$ cat src/rtl/pipe_ctrl_decode.sv
// Control unit for the 5-stage ARM-subset core: decodes the ID instruction and pipes EX/MEM/WB controls.
// ID controls are combinational; EX +1, MEM +2, reg_write_wr +2+WB_DELAY cycles; stall/flush inject an EX bubble.
module pipe_ctrl_decode #(
  parameter int ALUOP_W  = 3,
  parameter int WB_DELAY = 1,
  parameter int COND_EN  = 1
) (
  input  logic               clk,
  input  logic               reset_n,
  input  logic [31:0]        instruction,
  input  logic               stall,
  input  logic               flush,
  input  logic               negative,
  input  logic               zero,
  input  logic               carryout,
  input  logic               overflow,
  input  logic               cbz_zero,
  output logic               reg2loc,
  output logic               alu_src,
  output logic               val_select,
  output logic               br_taken,
  output logic               uncond_br,
  output logic               illegal,
  output logic [ALUOP_W-1:0] alu_op_ex,
  output logic               shift_select_ex,
  output logic               direction_ex,
  output logic               mem_to_reg_mem,
  output logic               mem_write_mem,
  output logic               which_to_reg_mem,
  output logic               reg_write_wr,
  output logic [3:0]         flags_q
);

  localparam logic [ALUOP_W-1:0] ALU_ADD = ALUOP_W'(3'b010);
  localparam logic [ALUOP_W-1:0] ALU_SUB = ALUOP_W'(3'b011);

  typedef struct packed {
    logic               reg2loc;
    logic               alu_src;
    logic               val_select;
    logic               br_taken;
    logic               uncond_br;
    logic               illegal;
    logic [ALUOP_W-1:0] alu_op;
    logic               shift_select;
    logic               direction;
    logic               mem_to_reg;
    logic               mem_write;
    logic               which_to_reg;
    logic               reg_write;
    logic               set_flags;
  } dec_t;

  typedef struct packed {
    logic               vld;
    logic [ALUOP_W-1:0] alu_op;
    logic               shift_select;
    logic               direction;
    logic               mem_to_reg;
    logic               mem_write;
    logic               which_to_reg;
    logic               reg_write;
    logic               set_flags;
  } ex_t;

  typedef struct packed {
    logic vld;
    logic mem_to_reg;
    logic mem_write;
    logic which_to_reg;
    logic reg_write;
  } mem_t;

  dec_t                dec;
  ex_t                 ex_d, ex_q;
  mem_t                mem_d, mem_q;
  logic [WB_DELAY-1:0] wb_we_q;
  logic [3:0]          flags_d;
  logic                fwd;
  logic                flag_n, flag_z, flag_v;
  logic                cond_legal, cond_true;
  logic                bubble;
  logic                unused_bits;

  assign unused_bits = ^instruction[9:5];

  // A flag-setter in EX has not written flags_q yet, so branches must see its live flags.
  assign fwd    = ex_q.vld && ex_q.set_flags;
  assign flag_n = fwd ? negative : flags_q[3];
  assign flag_z = fwd ? zero     : flags_q[2];
  assign flag_v = fwd ? overflow : flags_q[0];

  always_comb begin
    cond_legal = 1'b0;
    cond_true  = 1'b0;
    case (instruction[3:0])
      4'b0000: begin cond_legal = (COND_EN != 0); cond_true = flag_z;                         end
      4'b0001: begin cond_legal = (COND_EN != 0); cond_true = !flag_z;                        end
      4'b1010: begin cond_legal = (COND_EN != 0); cond_true = (flag_n == flag_v);             end
      4'b1011: begin cond_legal = 1'b1;           cond_true = (flag_n != flag_v);             end
      4'b1100: begin cond_legal = (COND_EN != 0); cond_true = !flag_z && (flag_n == flag_v);  end
      4'b1101: begin cond_legal = (COND_EN != 0); cond_true = flag_z || (flag_n != flag_v);   end
      default: begin cond_legal = 1'b0;           cond_true = 1'b0;                           end
    endcase
  end

  always_comb begin
    dec = '0;
    if (instruction[31:22] == 10'b1001000100) begin
      dec.alu_src    = 1'b1;
      dec.val_select = 1'b1;
      dec.reg_write  = 1'b1;
      dec.alu_op     = ALU_ADD;
    end else if (instruction[31:21] == 11'b10101011000 && instruction[15:10] == 6'd0) begin
      dec.reg2loc   = 1'b1;
      dec.reg_write = 1'b1;
      dec.alu_op    = ALU_ADD;
      dec.set_flags = 1'b1;
    end else if (instruction[31:21] == 11'b11101011000 && instruction[15:10] == 6'd0) begin
      dec.reg2loc   = 1'b1;
      dec.reg_write = 1'b1;
      dec.alu_op    = ALU_SUB;
      dec.set_flags = 1'b1;
    end else if (instruction[31:26] == 6'b000101) begin
      dec.br_taken  = 1'b1;
      dec.uncond_br = 1'b1;
    end else if (instruction[31:24] == 8'b01010100 && !instruction[4] && cond_legal) begin
      dec.br_taken = cond_true;
    end else if (instruction[31:24] == 8'b10110100) begin
      dec.br_taken = cbz_zero;
    end else if (instruction[31:24] == 8'b10110101) begin
      dec.br_taken = !cbz_zero;
    end else if (instruction[31:21] == 11'b11111000010 && instruction[11:10] == 2'b00) begin
      dec.alu_src    = 1'b1;
      dec.mem_to_reg = 1'b1;
      dec.reg_write  = 1'b1;
      dec.alu_op     = ALU_ADD;
    end else if (instruction[31:21] == 11'b11111000000 && instruction[11:10] == 2'b00) begin
      dec.alu_src   = 1'b1;
      dec.mem_write = 1'b1;
      dec.alu_op    = ALU_ADD;
    end else if (instruction[31:22] == 10'b1101001101 && instruction[20:16] == 5'd0) begin
      // bit 21 distinguishes LSL (1) from LSR (0); direction is 1 for a right shift
      dec.reg_write    = 1'b1;
      dec.shift_select = 1'b1;
      dec.which_to_reg = 1'b1;
      dec.direction    = !instruction[21];
    end else if (instruction[31:21] == 11'b10011011000 && instruction[15:10] == 6'h1F) begin
      dec.reg2loc      = 1'b1;
      dec.reg_write    = 1'b1;
      dec.which_to_reg = 1'b1;
    end else begin
      dec.illegal = 1'b1;
    end
  end

  assign bubble = stall || flush || dec.illegal;

  always_comb begin
    ex_d = '0;
    if (!bubble) begin
      ex_d.vld          = 1'b1;
      ex_d.alu_op       = dec.alu_op;
      ex_d.shift_select = dec.shift_select;
      ex_d.direction    = dec.direction;
      ex_d.mem_to_reg   = dec.mem_to_reg;
      ex_d.mem_write    = dec.mem_write;
      ex_d.which_to_reg = dec.which_to_reg;
      ex_d.reg_write    = dec.reg_write;
      ex_d.set_flags    = dec.set_flags;
    end
  end

  always_comb begin
    mem_d              = '0;
    mem_d.vld          = ex_q.vld;
    mem_d.mem_to_reg   = ex_q.vld && ex_q.mem_to_reg;
    mem_d.mem_write    = ex_q.vld && ex_q.mem_write;
    mem_d.which_to_reg = ex_q.vld && ex_q.which_to_reg;
    mem_d.reg_write    = ex_q.vld && ex_q.reg_write;
  end

  assign flags_d = fwd ? {negative, zero, carryout, overflow} : flags_q;

  always_ff @(posedge clk or negedge reset_n) begin
    if (!reset_n) begin
      ex_q    <= '0;
      mem_q   <= '0;
      wb_we_q <= '0;
      flags_q <= '0;
    end else begin
      ex_q    <= ex_d;
      mem_q   <= mem_d;
      wb_we_q <= WB_DELAY'({wb_we_q, mem_q.vld && mem_q.reg_write});
      flags_q <= flags_d;
    end
  end

  // ID outputs are forced low while reset is asserted so the whole block reads idle.
  assign reg2loc    = reset_n && dec.reg2loc;
  assign alu_src    = reset_n && dec.alu_src;
  assign val_select = reset_n && dec.val_select;
  assign illegal    = reset_n && dec.illegal;
  assign br_taken   = reset_n && !stall && !flush && dec.br_taken;
  assign uncond_br  = reset_n && !stall && !flush && dec.uncond_br;

  assign alu_op_ex        = ex_q.alu_op;
  assign shift_select_ex  = ex_q.shift_select;
  assign direction_ex     = ex_q.direction;
  assign mem_to_reg_mem   = mem_q.mem_to_reg;
  assign mem_write_mem    = mem_q.mem_write;
  assign which_to_reg_mem = mem_q.which_to_reg;
  assign reg_write_wr     = wb_we_q[WB_DELAY-1];

endmodule

$ cat config.mk
export PLATFORM = sky130hd
export DESIGN_NAME = pipe_ctrl_decode
export DESIGN_NICKNAME = d
export VERILOG_FILES = /design/src/rtl/pipe_ctrl_decode.sv
export SDC_FILE = /design/constraint.sdc
export NUM_CORES = 1
export LEC_CHECK = 0
export ABC_AREA = 0
export ABC_CLOCK_PERIOD_IN_PS = 1970
export CORE_MARGIN = 3
export CORE_UTILIZATION = 35
export DETAILED_ROUTE_END_ITERATION = 10
export GPL_TIMING_DRIVEN = 0
export PLACE_DENSITY = 0.76
export SYNTH_ARGS = -nofsm -noshare
export SYNTH_HDL_FRONTEND = slang
export SYNTH_SLANG_ARGS = --single-unit
$ cat constraint.sdc
create_clock -name clk -period 1.97 [get_ports clk]
set_clock_uncertainty 0.2 [all_clocks]
set_input_delay 0.197 -clock clk [delete_from_list [all_inputs] [get_ports clk]]
set_output_delay 0.197 -clock clk [all_outputs]
set_load 0.005 [all_outputs]
==> results of run 1 <==
power groups by stage:
stage               Combinational (mW)  Sequential (mW)  Clock, mW
finish                           0.179            0.419      0.323
CTS                              0.170            0.419      0.327
global route                     0.195            0.420      0.344
global placement                 0.160            0.426          0
floorplan                       0.0485            0.426          0
detailed placement               0.163            0.426          0
registers in the layout, summed over array words and instances (netlist names):
| name | count |
|---|---|
| reg_write_wr | 1 |
| mem_write_mem | 1 |
| shift_select_ex | 1 |
| alu_op_ex | 2 |
| flags_q | 4 |
| mem_to_reg_mem | 1 |
| ex_q | 6 |
| direction_ex | 1 |
| which_to_reg_mem | 1 |
| mem_q | 2 |
final cells by class:
class                   instances  area, um2  share of cell area
multi-input cells              83        729               0.369
clock buffers                   3       22.5              0.0114
well taps                      42       52.6              0.0266
inverters                       2       7.51             0.00380
clock inverters                 1       30.0              0.0152
plain buffers                   4       26.3              0.0133
flip-flops and latches         20        502               0.254
repair buffers                 68        606               0.307
layout by cell type (no fill, tap or decap), types with 3 or more instances in the layout:
master	count
clkbuf_2	3
dfrtp_1	19
dlygate4sd2_1	4
buf_4	14
clkbuf_4	3
clkdlybuf4s50_1	28
nand3_1	3
a21oi_1	3
and2_1	9
mux2_2	3
buf_6	5
buf_2	9
nor2_1	6
xnor2_1	3
nor3_1	5
repair_timing:
action	CTS	global route
pin swaps	14	20
resized for setup	91	21
buffers inserted	9	6
setup endpoints to repair	10	6
endpoints found under the hold margin	20	1
hold buffers	1	1
worst max-delay path by stage:
stage	from	to	slack (ns)	cells past startpoint
after floorplan	instruction[17]	illegal	0.0003	5
after global placement	instruction[30]	illegal	-1.08	7
after detailed placement	instruction[30]	illegal	-1.11	7
after CTS	ex_q[0]	br_taken	-0.33	6
after global routing	ex_q[10]	br_taken	-0.41	6
final	ex_q[10]	br_taken	-0.33	6
synth_stat cells, types with 2 or more instances:
| cell type | instances | area share |
|---|---|---|
| or4b_1 | 2 | 0.018 |
| nand2_1 | 4 | 0.013 |
| inv_1 | 2 | 0.0066 |
| a21oi_1 | 5 | 0.022 |
| nor2_1 | 7 | 0.023 |
| nor4bb_1 | 3 | 0.027 |
| nand3b_1 | 2 | 0.013 |
| or2_2 | 2 | 0.011 |
| mux2_2 | 4 | 0.040 |
| o21bai_1 | 2 | 0.013 |
| xor2_1 | 2 | 0.016 |
| dfrtp_1 | 20 | 0.44 |
| nor4b_1 | 4 | 0.031 |
| buf_4 | 3 | 0.020 |
| mux2i_1 | 2 | 0.018 |
| and2_1 | 10 | 0.055 |
| nor3_1 | 5 | 0.022 |
| nand4_1 | 2 | 0.011 |
| xnor2_1 | 3 | 0.023 |
| nand3_1 | 4 | 0.018 |
per-layer routing:
layer / share of wire / track usage
met5: 0 / 0
met4: 0.0043 / 0.0716
met3: 0.034 / 0.0234
met2: 0.56 / 0.329
met1: 0.40 / 0.175
kinds of logic (layout without fill, tap and decap cells):
| group | after synthesis | count (layout) | share of synthesized area |
|---|---|---|---|
| AND/OR/NAND/NOR | 57 | 57 | 0.332 |
| buffers and inverters | 6 | 78 | 0.0299 |
| AO/OA/AOI/OAI | 14 | 14 | 0.0952 |
| flip-flops | 20 | 20 | 0.443 |
| XOR/XNOR | 5 | 5 | 0.0388 |
| other | 1 | 1 | 0.00332 |
| multiplexers | 6 | 6 | 0.0576 |
==> flow_metrics.tcl, run 1 <==
set metrics [dict create \
    ys_seq_area_frac 0.443 \
    hold_start "instruction[22]" \
    switching_share 0.216 \
    status "finished, violations left" \
    synth_flop_cell "dfrtp_1" \
    maxSlewViolCount 0 \
    finalSetupViolCount 6 \
    core_area_mm2 0.00292 \
    reg2reg_slack_ns 0.76 \
    numCtsBuffers 3 \
    setup_tns_ns -1.08 \
    gp_congestion 0.800 \
    synth.avg_cell_area_um2 10.4 \
    die_w_um 62.8 \
    clkPwrFrac 0.351 \
    hold_viol_final 1 \
    core.rowCount 19 \
    dieArea_mm2 0.00395 \
    clkTransAtPathRegs_ns 0.11 \
    slowest_delay_ns 0.45 \
    pre_cts_ws_ns -1.11 \
    p_per_area_mw_per_mm2 466 \
    power_mw 0.921 \
    start_util 0.386 \
    grt_pass1_wl_um 5310 \
    cp.arrival_ns 1.91 \
    max_clock_freq_mhz 434 \
    worstReg2RegEnd "flags_q[3]" \
    fin_cells 223 \
    cp_slowest_cell "dfrtp_2" \
    pwr-share-seq 0.455 \
    min_path_type "primary input to register" \
    nets 223 \
    crit_path_end_kind "output pin" \
    wl_um 3220 \
    combPwrFrac 0.195 \
    io_pins 60 \
    clk_latency_ns 0.29 \
    grt_pass1_vias 1190 \
    drive_above_1_share 0.365 \
    hold_ws_ns -0.00139 \
    ys_async_sr_fraction 1.00 \
    port_buffers 53 \
    worstPathRequired_ns 1.57 \
    utilization 0.676 \
    leakage_nw 0.939 \
    ys_seq_elements 20 \
    antenna_cells 0 \
    grt_max_degree 21 \
    syn_nets 150 \
    path_delay_family "compound AO/OA/AOI/OAI gates" \
    worst_pin_slew_ns 0.815 \
    fin_area_mm2 0.00198 \
    relSlewSlack 0.455 \
    area_growth_pct 74.9 \
    fill_cells 238 \
    place_inst 204 \
    p_int_mw 0.722 \
    post-route-drc-count 0 \
    fin_ws_ns -0.332 \
    cts-root-buf "clkbuf_4" \
    fp.dieH_um 62.8 \
    viasPerCell 5.06 \
    synth.cell_area_mm2 0.00113 \
    worstSetupPathType "register to output pin" \
    antenna_found_initial 0 \
    dr.pass1.iters 4 \
    holdPathEnd "ex_q[3]" \
    place_area_mm2 0.00171 \
    netlist_instances 109 \
    grt_setup_unrepaired "true" \
    synth_cell_types 41 \
    avgRoutedWirePerCell_um 14.4 \
    via_count 1129 \
    crit_chain "and3b_1, a22o_1, o221a_2, o221ai_2, and2_4, buf_6" \
    cp_max_fo 4 \
    critPathBufInv 1 \
    ir_worst_vdd_mv 0.373 \
    cts_max_level 1 \
    track_usage 0.168 \
    finalCritPeriodShare 1.17 \
    p_switching_mw 0.199 \
    grt.overflow.total 0 \
    rr_worst_depth 2 \
    cts_tree "done" \
    drv_cap 0 \
    r2r_start "ex_q[10]" \
    ys_warn_count 0 \
    startpoint_type "register" \
    postRouteAntennaNets 0 \
    synth-edff-count 0 \
    initialDrtViolationCount 22 \
    hpwlAfterDp_um 2230 \
    clk_path_buf_depth 2 \
    hold_depth 2 \
    cts.sinks 20 \
    violations "negative hold slack, negative setup slack" \
    layout_min_cycle_time_ns 2.30 \
]
Note: power is estimated with default switching activity, not from simulation.
==> run 2, diff against run 1 <==
ABC_CLOCK_PERIOD_IN_PS = 1900   (was 1970)
CORE_MARGIN = 8   (was 3)
CORE_UTILIZATION = 36   (was 35)
CTS_BUF_LIST = sky130_fd_sc_hd__clkbuf_4   (was default)
PLACE_DENSITY = 0.78   (was 0.76)
clock period = 1.9 ns   (was 1.97 ns; I/O delays follow)
==> flow_metrics.tcl, run 2 (synthesized netlist as in run 1, its figures left out) <==
set metrics [dict create \
    status "finished, violations left" \
    violations "negative hold slack, negative setup slack" \
    min_path_type "primary input to register" \
    io_pins 60 \
    wl_um 3700 \
    start_util 0.373 \
    hpwlAfterDp_um 2600 \
    grt_pass1_wl_um 5630 \
    place_area_mm2 0.00172 \
    via_count 1155 \
    hold_start "instruction[22]" \
    worstSetupPathType "register to output pin" \
    utilization 0.647 \
    cts.sinks 20 \
    grt_max_degree 21 \
    clk_path_buf_depth 2 \
    port_buffers 53 \
    post-route-drc-count 0 \
    drive_above_1_share 0.365 \
    area_growth_pct 73.3 \
    cp_slowest_cell "dfrtp_2" \
    track_usage 0.133 \
    max_clock_freq_mhz 429 \
    crit_path_end_kind "output pin" \
    reg2reg_slack_ns 0.70 \
    hold_ws_ns -0.0212 \
    cp_max_fo 3 \
    initialDrtViolationCount 55 \
    rr_worst_depth 2 \
    clkTransAtPathRegs_ns 0.11 \
    fp.dieH_um 72.0 \
    regMostFlops "ex_q" \
    dr.pass1.iters 6 \
    fin_cells 225 \
    crit_chain "and3b_1, a22o_1, a221oi_2, o221ai_2, and2_1, buf_2" \
    cts_tree "done" \
    grt_setup_unrepaired "true" \
    postRouteAntennaNets 0 \
    place_inst 206 \
    cp-startpoint "ex_q[10]" \
    numCtsBuffers 3 \
    slowest_delay_ns 0.45 \
    hold_depth 3 \
    finalSetupViolCount 6 \
    fin_ws_ns -0.433 \
    maxSlewViolCount 0 \
    r2r_start "ex_q[10]" \
    cts-root-buf "clkbuf_4" \
    worstPathRequired_ns 1.51 \
    worst_pin_slew_ns 0.853 \
    power_mw 0.827 \
    relSlewSlack 0.429 \
    grt.overflow.total 0 \
    holdPathEnd "ex_q[4]" \
    dieArea_mm2 0.00519 \
    finalCritPeriodShare 1.23 \
    hold_viol_final 1 \
    core_area_mm2 0.00303 \
    worstReg2RegEnd "flags_q[3]" \
    leakage_nw 0.968 \
    fill_cells 230 \
    startpoint_type "register" \
    cts_max_level 1 \
    antenna_cells 0 \
    avgRoutedWirePerCell_um 16.5 \
    clk_latency_ns 0.29 \
    layout_commonest_cell "clkdlybuf4s50_1" \
    grt_pass1_vias 1271 \
    core.rowCount 20 \
    viasPerCell 5.13 \
    drv_cap 0 \
    antenna_found_initial 0 \
    nets 223 \
    reg_top3 "ex_q x6, flags_q x4" \
    layout_min_cycle_time_ns 2.33 \
    cp.arrival_ns 1.94 \
    layout_common_cells "clkdlybuf4s50_1 (24), dfrtp_1 (19), buf_4 (14), and2_1 (10), buf_2 (9)" \
    largest_reg_flops 6 \
    gp_congestion 0.767 \
    ir_worst_vdd_mv 0.243 \
    die_w_um 72.0 \
    p_per_area_mw_per_mm2 423 \
    fin_area_mm2 0.00196 \
]
[run 2: cell count changes in the layout (fill, tap and decap cells not counted), sizes merged]
cell / before / now
clkbuf: 7 / 12
clkdlybuf4s50: 28 / 24
dlygate4sd2: 4 / 1
dlymetal6s2s: 2 / 5
buf: 29 / 27
dlygate4sd3: 2 / 4
bufinv: 1 / 0
clkdlybuf4s15: 3 / 2
clkinv: 0 / 1
[run 2: where the power goes]
part           total (mW)  switching, mW  internal, mW  leakage [nW]
clock network       0.198          0.122        0.0764        0.0154
registers           0.434        0.00382         0.430         0.269
logic               0.195         0.0854         0.110         0.684
[run 2: metrics by stage]
step | worst slack [ns] | setup TNS (ns)
final | -0.433 | -1.29
after global routing | -0.518 | -1.55
after CTS | -0.416 | -1.49
after detailed placement | -1.14 | -9.02
after global placement | -1.14 | -8.62
after floorplan | -0.0557 | -0.0557
[run 2: final cells by class]
type                            count  area [um2]  share of cell area
Multi-Input combinational cell     83         748               0.382
Inverter                            2        7.51             0.00383
Tap cell                           44        55.1              0.0281
Clock buffer                        3        22.5              0.0115
Clock inverter                      1        3.75             0.00192
Timing Repair Buffer               68         593               0.303
Sequential cell                    20         502               0.256
Buffer                              4        26.3              0.0134
[run 2: what timing repair did]
item / CTS / global route
endpoints found under the hold margin: 20 / 3
gates resized for setup: 88 / 35
hold buffers: 1 / 3
endpoints found under the setup margin: 11 / 6
buffers inserted: 9 / 2
pin swaps: 19 / 16
[run 2: worst max-delay path by stage]
| stage | to | slack (ns) | depth (start not counted) |
|---|---|---|---|
| finish | br_taken | -0.43 | 6 |
| global route | br_taken | -0.52 | 6 |
| CTS | br_taken | -0.42 | 6 |
| detailed placement | illegal | -1.14 | 7 |
| global placement | illegal | -1.14 | 7 |
| floorplan | illegal | -0.06 | 5 |
[run 2: metal layers]
metal / up-vias / global-route usage / wire length [um]
li1: 553 / - / -
met1: 550 / 0.137 / 1500
met2: 44 / 0.244 / 1930
met3: 8 / 0.0262 / 190
met4: 0 / 0.0771 / 78
met5: - / 0 / 0
[run 2: worst max-delay path: cells and delay by family (launching register included)]
family                 cells  cell delay [ns]
buffers and inverters      1             0.12
flip-flops                 1             0.45
AND/OR/NAND/NOR            2             0.38
AO/OA/AOI/OAI              3             0.70
